`src/rtl/board_sprite_scheduler.sv`:
```
// Per-pixel chessboard sprite scheduler.
// Tracks the square and in-square pixel under the VGA scan, holds the 64-square
// board state and emits the shared sprite ROM address together with the piece,
// pixel-on and square-colour flags, all registered two cycles after the pixel.
// Board writes are accepted only while the scan is in vertical blanking.
module board_sprite_scheduler #(
   parameter int BOARD_X0 = 100,
   parameter int BOARD_Y0 = 20,
   parameter int SQ       = 55
) (
   input  logic        vga_clk,
   input  logic        reset_n,
   input  logic [9:0]  DrawX,
   input  logic [9:0]  DrawY,
   input  logic        wr_valid,
   input  logic [5:0]  wr_square,
   input  logic [3:0]  wr_piece,
   output logic        wr_ready,
   output logic [15:0] rom_address,
   output logic [3:0]  piece_code,
   output logic        sprite_on,
   output logic        square_dark
);

   localparam int          PW           = $clog2(SQ);
   localparam logic [9:0]  X0           = 10'(BOARD_X0);
   localparam logic [9:0]  Y0           = 10'(BOARD_Y0);
   localparam logic [9:0]  VBLANK_LINE  = 10'd480;
   localparam logic [PW-1:0] SQ_LAST    = PW'(SQ - 1);
   localparam logic [15:0] SQ16         = 16'(SQ);
   localparam logic [15:0] SPRITE_WORDS = 16'(SQ * SQ);

   // Standard chess start position, indexed row*8+col from a8.
   function automatic logic [3:0] start_piece(input logic [5:0] sq);
      logic [3:0] back_black [8];
      logic [3:0] back_white [8];
      back_black = '{4'd12, 4'd10, 4'd11, 4'd13, 4'd14, 4'd11, 4'd10, 4'd12};
      back_white = '{4'd4,  4'd2,  4'd3,  4'd5,  4'd6,  4'd3,  4'd2,  4'd4};
      case (sq[5:3])
         3'd0:    return back_black[sq[2:0]];
         3'd1:    return 4'd9;
         3'd6:    return 4'd1;
         3'd7:    return back_white[sq[2:0]];
         default: return 4'd0;
      endcase
   endfunction

   // Only real piece codes are ever stored; anything else reads as empty.
   function automatic logic legal_piece(input logic [3:0] code);
      return ((code >= 4'd1) && (code <= 4'd6)) || ((code >= 4'd9) && (code <= 4'd14));
   endfunction

   logic [2:0]    col;
   logic [2:0]    row;
   logic [PW-1:0] px;
   logic [PW-1:0] py;
   logic          x_active;
   logic          y_active;
   logic [3:0]    board [64];

   logic [3:0]    cur_code;
   logic          cur_occ;
   logic [3:0]    sprite_idx;
   logic [15:0]   rom_calc;

   // Horizontal tracker: column and in-square pixel across the board width.
   always_ff @(posedge vga_clk or negedge reset_n) begin
      if (!reset_n) begin
         col      <= 3'd0;
         px       <= '0;
         x_active <= 1'b0;
      end else if (DrawX == X0) begin
         col      <= 3'd0;
         px       <= '0;
         x_active <= 1'b1;
      end else if (x_active && (px == SQ_LAST)) begin
         px <= '0;
         if (col == 3'd7) begin
            x_active <= 1'b0;
         end else begin
            col <= col + 3'd1;
         end
      end else if (x_active) begin
         px <= px + 1'b1;
      end
   end

   // Vertical tracker: advances once per line, on the DrawX==0 cycle.
   always_ff @(posedge vga_clk or negedge reset_n) begin
      if (!reset_n) begin
         row      <= 3'd0;
         py       <= '0;
         y_active <= 1'b0;
      end else if (DrawX == 10'd0) begin
         if (DrawY == Y0) begin
            row      <= 3'd0;
            py       <= '0;
            y_active <= 1'b1;
         end else if (y_active && (py == SQ_LAST)) begin
            py <= '0;
            if (row == 3'd7) begin
               y_active <= 1'b0;
            end else begin
               row <= row + 3'd1;
            end
         end else if (y_active) begin
            py <= py + 1'b1;
         end
      end
   end

   // Write window opens one cycle after the scan enters vertical blanking.
   always_ff @(posedge vga_clk or negedge reset_n) begin
      if (!reset_n) begin
         wr_ready <= 1'b0;
      end else begin
         wr_ready <= (DrawY >= VBLANK_LINE);
      end
   end

   // Board state; illegal piece codes are stored as empty.
   always_ff @(posedge vga_clk or negedge reset_n) begin
      if (!reset_n) begin
         for (int i = 0; i < 64; i++) begin
            board[i] <= start_piece(6'(i));
         end
      end else if (wr_valid && wr_ready) begin
         board[wr_square] <= legal_piece(wr_piece) ? wr_piece : 4'd0;
      end
   end

   // Board lookup and sprite address from the registered tracker state.
   always_comb begin
      cur_code   = board[{row, col}];
      cur_occ    = legal_piece(cur_code);
      sprite_idx = 4'd0;
      if (cur_code >= 4'd9) begin
         sprite_idx = cur_code - 4'd3;
      end else if (cur_code >= 4'd1) begin
         sprite_idx = cur_code - 4'd1;
      end
      rom_calc = (16'(sprite_idx) * SPRITE_WORDS) + 16'(px) + (16'(py) * SQ16);
   end

   // Output register: everything forced to zero outside the board.
   always_ff @(posedge vga_clk or negedge reset_n) begin
      if (!reset_n) begin
         rom_address <= 16'd0;
         piece_code  <= 4'd0;
         sprite_on   <= 1'b0;
         square_dark <= 1'b0;
      end else if (x_active && y_active) begin
         square_dark <= row[0] ^ col[0];
         if (cur_occ) begin
            rom_address <= rom_calc;
            piece_code  <= cur_code;
            sprite_on   <= 1'b1;
         end else begin
            rom_address <= 16'd0;
            piece_code  <= 4'd0;
            sprite_on   <= 1'b0;
         end
      end else begin
         rom_address <= 16'd0;
         piece_code  <= 4'd0;
         sprite_on   <= 1'b0;
         square_dark <= 1'b0;
      end
   end

endmodule

```
`config.mk`:
```
export PLATFORM = sky130hd
export DESIGN_NAME = board_sprite_scheduler
export DESIGN_NICKNAME = d
export VERILOG_FILES = /design/src/rtl/board_sprite_scheduler.sv
export SDC_FILE = /design/constraint.sdc
export NUM_CORES = 1
export LEC_CHECK = 0
export ABC_AREA = 1
export ABC_CLOCK_PERIOD_IN_PS = 18450
export BUFFER_PORTS_ARGS = -buffer_cell sky130_fd_sc_hd__buf_2
export CORE_MARGIN = 1
export CORE_UTILIZATION = 40
export DETAILED_ROUTE_END_ITERATION = 10
export SLEW_MARGIN = 40
export SYNTH_ARGS = -nofsm -noshare
export SYNTH_HDL_FRONTEND = slang
export SYNTH_SLANG_ARGS = --single-unit
```
`constraint.sdc`:
```
create_clock -name vga_clk -period 18.45 [get_ports vga_clk]
set_input_delay 3.69 -clock vga_clk [delete_from_list [all_inputs] [get_ports vga_clk]]
set_output_delay 3.69 -clock vga_clk [all_outputs]
set_load 0.05 [all_outputs]
```
# After elaboration in Yosys (flattened, before gate mapping)
# Index checks and enable logic that the tools add are counted.
[op_classes]
n_addsub = 8
reduce_logical = 23
n_lt_le_gt_ge = 12
bitwise_logic = 3
mux = 34
mul = 2
eq_ne = 8
[ops]
columns = ["op", "count"]
rows = [
  ["bitwise mux 256 bit", 1],
  ["2-to-1 mux 6 bit", 6],
  ["2-to-1 mux 16 bit", 2],
  ["2-to-1 mux 4 bit", 8],
  ["binary-select mux 4 bit (select 6 bit)", 1],
  ["demux 4 bit (select 6 bit)", 1],
  ["2-to-1 mux 3 bit", 6],
  ["adder 16 x 12 -> 16 bit", 1],
  ["adder 16 x 6 -> 16 bit", 1],
  ["multiplier 4 x 12 -> 16 bit, second input constant", 1],
  [">= comparator 7 bit, second input constant", 2],
  ["inverter 6 -> 7 bit", 2],
  ["adder 6 x 1 -> 6 bit, second input constant", 2],
  ["equality test 6 bit, second input constant", 2],
  ["multiplier 6 x 6 -> 12 bit, second input constant", 1],
  ["equality test 10 x 5 -> 1 bit, second input constant", 1],
  ["equality test 10 x 7 -> 1 bit, second input constant", 1],
  [">= comparator 10 x 9 -> 1 bit, second input constant", 1],
  ["zero test 10 bit", 1],
  ["logical AND 1 bit", 9],
  ["2-to-1 mux 1 bit", 9],
  [">= comparator 4 x 1 -> 1 bit, second input constant", 2],
  [">= comparator 4 bit, second input constant", 2],
  ["<= comparator 4 x 3 -> 1 bit, second input constant", 2],
  ["other kinds (13)", 25],
]
[totals]
ff_bits = 299
output_inout_bits = 23
elab_cells = 165

# Longest topological paths before layout
[logic_depth]
ltp_word = 12
ltp_mapped = 37
ltp_nobuf = 35

# Worst setup path before layout
# Ideal clock, no wire load.
[synth_timing]
path_kind = "register to register"
start = "register col[0]"
end = "register rom_address[13]"
required_ps = 18330
arrival_time_ps = 5992
path_slack_ps = 12338
setup_time_ps = 120
path_stages_with_launch = 34
cell_sequence = "dfrtp_1 > inv_2 > buf_4 > buf_2 > nand2_1 > nand3_1 > nand3_1 > nand2_1 > nand2_1 > nand3_1 > nand3_1 > nand2_1 > inv_1 > ha_1 > nor2_1 > nand3_1 > nand2_2 > nand2_1 > o21bai_1 > fa_1 > ha_1 > fa_1 > fa_1 > inv_1 > fa_1 > inv_1 > ha_1 > nand2_1 > a21oi_1 > a211oi_1 > nand3_1 > a31oi_1 > xor2_1 > nor2_2"
[synth_via]
elab_chain_len = 12
elab_cells_between_ends = 20
classes_between = "add/sub (4); mul (1); order compare (4); mux (7); bitwise (1); reduce/logical (3)"
[synth_lines]
columns = ["element", "line", "text"]
rows = [
  ["from (decl)", "53", "logic [2:0] col;"],
  ["from (signal assigned)", "81", "col <= col + 3'd1;"],
  ["inverter 6 -> 7 bit (implied by the code) *", "134", "cur_code = board[{row, col}];"],
  ["binary-select mux 4 bit (select 6 bit) *", "134", ""],
  ["2-to-1 mux 4 bit (implied by the code) * (2 in series)", "134", ""],
  ["subtractor 4 x 1 -> 4 bit or >= comparator 4 x 1 -> 1 bit (tied branches)", "140, 50, 139", ""],
  ["2-to-1 mux 4 bit", "139", "end else if (cur_code >= 4'd1) begin"],
  ["2-to-1 mux 4 bit", "137", "if (cur_code >= 4'd9) begin"],
  ["multiplier 4 x 12 -> 16 bit", "142", "rom_calc = (16'(sprite_idx) * SPRITE_WORDS) + 16'(px) + (16'(py) * SQ16);"],
  ["adder 16 x 6 -> 16 bit", "142", ""],
  ["adder 16 x 12 -> 16 bit", "142", ""],
  ["2-to-1 mux 16 bit *", "154", "if (cur_occ) begin"],
  ["2-to-1 mux 16 bit *", "152", "end else if (x_active && y_active) begin"],
  ["to (signal assigned)", "155", "rom_address <= rom_calc;"],
  ["to (decl)", "19", "output logic [15:0] rom_address,"],
]
# Mark *: on every way between the ends. The rest lies on a longest branch, timed or not. The select of a mux whose other input is x is not followed.
# A chain may end at the register's enable or synchronous reset.

# Worst setup path in the final report
[layout_timing]
start = "register col[1]"
end = "register rom_address[13]"
# The elaborated chain is that of the path after synthesis.

==> results.tsv <==
metric	value	unit
start_util	0.410	
cts.clk_slew.worst_paths	0.05	ns
diodes	0	
synthXorXnorAreaFrac	0.00765	
path_common_cell	nand3_1	
ys_types	36	
crit_fanout	66	
avgSynthCellArea	8.14	um2
synth.area.mux_share	0	
synth_ff_type	dfrtp_1	
overflow	0	
coreArea	39100	um2
cts_hold_buf	0	
critPathMaxStageDelay	0.64	ns
leakagePower	8.41	nW
port_buffers	55	
io-pin-count	56	
p_int	0.00139	W
finalSetupViolations	0	
power	0.00206	W
grt_usage	0.219	
max_freq	0.125	GHz
worstPathArrival	8.44	ns
rsz0062_at_grt	no	
routed_wl	43000	um
drt_iter0_drc	968	
maxCapViolCount	0	
yosysWarnings	0	
clkLatencyLatePin	0.54	ns
synth_nets	2107	
rows	72	
drive_gt1_frac	0.111	
ir_worst_vdd	0.0000994	V
clkPwrFrac	0.359	
antenna_found_initial	0	
grt_max_degree	89	
dp_hpwl	27600	um
status	finished clean	
die_area	40900	um2
final_cell_mix	nand2_1 (691), o21ai_0 (275), dfrtp_1 (241), nand3_1 (232), inv_1 (139)	
synth_top_family_by_area	simple AND/OR/NAND/NOR gates	
num-nets-final	2146	
antenna_left	0	
numCtsBuffers	36	
worst_pin_slew	0.842	ns
finalCoreUtilization	0.464	
wire_per_inst	16.9	um
via_per_inst	5.25	
ys_seq_elements	299	
hold_viol_final	0	
root_buffer	clkbuf_16	
relSlewSlack	0.438	
first_pass_iters	5	
clock_skew	0.00869	ns
cp.required	18.86	ns
slew_violations	0	
min_period_over_period	0.435	
crit_path_start_kind	flop	
setup_ws	10.43	ns
grt_first_pass_wirelength	70800	um
synth_area	16000	um2
cts_tree	yes	
timing.setup.tns	0	ns
synthCells	1969	
powerDensity	114	nW/um2
power_switching	0.000672	W
holdCritPathClass	reg -> reg	
area_growth	13.3	%
die_x	202	um
grt_pass1_vias	13100	
htreeDepth	2	
fin_crit	8.02	ns
p_seq_frac	0.356	
async_reset_ff_frac	1.00	
sw_frac_of_total	0.326	
synthAdderAreaFrac	0.0989	
combPwrFrac	0.285	
cts_buffer_depth	3	
cts_setup_buffers	0	
ys_seq_area_frac	0.471	
drc_errors	0	
cp-end-kind	flop	
synthSimpleGateAreaFrac	0.264	
cts_resized	0	
dpl_worst_slack	10.51	ns
layout.cells.most_common	nand2_1	
vias	13400	
crit_slowest_cell	buf_4	
synth_edf_count	0	
gp_congestion	0.842	
synth_compound_area_frac	0.0989	
cts_sinks	299	
path_class	reg -> reg	
die-height	202	um
timing.hold.ws	0.482	ns
flip-flops by register name, summed over array words and instances (netlist names), 3 cells and up:
signal and cells:
board 256, px 6, col 3, py 6, row 3, piece_code 4, rom_address 16
power groups by stage:
stage               logic (W)  clock network, W  registers (W)
finish               0.000588          0.000739       0.000734
global route         0.000695          0.000782       0.000739
CTS                  0.000594          0.000758       0.000734
detailed placement   0.000589                 0       0.000744
global placement     0.000582                 0       0.000744
floorplan            0.000461                 0       0.000735
final cells by class:
cell class | count | area [um2]
flip-flops and latches | 299 | 7560
clock buffers | 55 | 1090
inverters | 144 | 546
clock inverters | 9 | 145
repair buffers | 80 | 497
multi-input cells | 1447 | 7660
fillers | 3891 | 21000
well taps | 518 | 648
final timing paths:
check                                            start                   endpoint  slack [ns]  cells after the start
worst max-delay path                col[1]$_DFFE_PN0P_  rom_address[13]$_DFF_PN0_       10.43                     32
worst min-delay path            board[167]$_DFFE_PN0P_     board[167]$_DFFE_PN0P_        0.48                      2
worst max register to register      col[1]$_DFFE_PN0P_  rom_address[13]$_DFF_PN0_       10.43                     32
worst min register to register  board[167]$_DFFE_PN0P_     board[167]$_DFFE_PN0P_        0.48                      2
max in group asynchronous                      reset_n         col[0]$_DFFE_PN0P_       14.20                      2
min in group asynchronous                      reset_n         wr_ready$_DFF_PN0_        3.07                      1
cells in the mapped netlist, types with 3 or more instances:
cell | n | area, um2
a21oi_1 | 20 | 100
a31oi_1 | 3 | 18.8
buf_2 | 31 | 155
buf_4 | 14 | 105
buf_6 | 3 | 33.8
clkbuf_1 | 29 | 109
dfrtp_1 | 243 | 6080
dfstp_2 | 56 | 1470
fa_1 | 36 | 721
ha_1 | 69 | 863
inv_1 | 140 | 526
inv_2 | 3 | 11.3
nand2_1 | 695 | 2610
nand3_1 | 232 | 1160
nand3b_1 | 3 | 22.5
nand4_1 | 4 | 25.0
nor2_1 | 39 | 146
nor2_2 | 9 | 56.3
nor3_1 | 20 | 100
nor4_1 | 11 | 68.8
o21ai_0 | 276 | 1380
o21bai_1 | 3 | 22.5
xnor2_1 | 5 | 43.8
xor2_1 | 9 | 78.8
stage by stage:
| stage | area, um2 | std cells |
|---|---|---|
| global placement | 16800 | 2480 |
| detailed placement | 16900 | 2488 |
| global route | 18100 | 2552 |
| floorplan | 16000 | 1969 |
| finish | 18100 | 2552 |
| CTS | 18100 | 2552 |
critical path, delay by kind of cell (launching register included):
kind / cells / cell delay, ns
XOR/XNOR: 1 / 0.19
adder cells (fa/ha/maj): 7 / 2.97
AND/OR/NAND/NOR: 14 / 1.89
AO/OA/AOI/OAI: 4 / 0.80
flip-flops: 1 / 0.33
buffers and inverters: 6 / 1.65
per-layer routing:
metal / vias up / part of all wire / GRT usage
met5: - / 0 / 0
li1: 6519 / - / -
met2: 314 / 0.45 / 0.345
met1: 6495 / 0.46 / 0.304
met3: 76 / 0.051 / 0.0329
met4: 0 / 0.035 / 0.0886
cells by family (layout without fill, tap and decap cells):
family                   after synthesis  after routing
XOR/XNOR                              14             14
AND/OR/NAND/NOR                     1018           1018
buffers and inverters                223            288
flip-flops                           299            299
adder cells (fa/ha/maj)              105            105
AO/OA/AOI/OAI                        310            310
No activity file was read; power rests on OpenSTA's default activity.
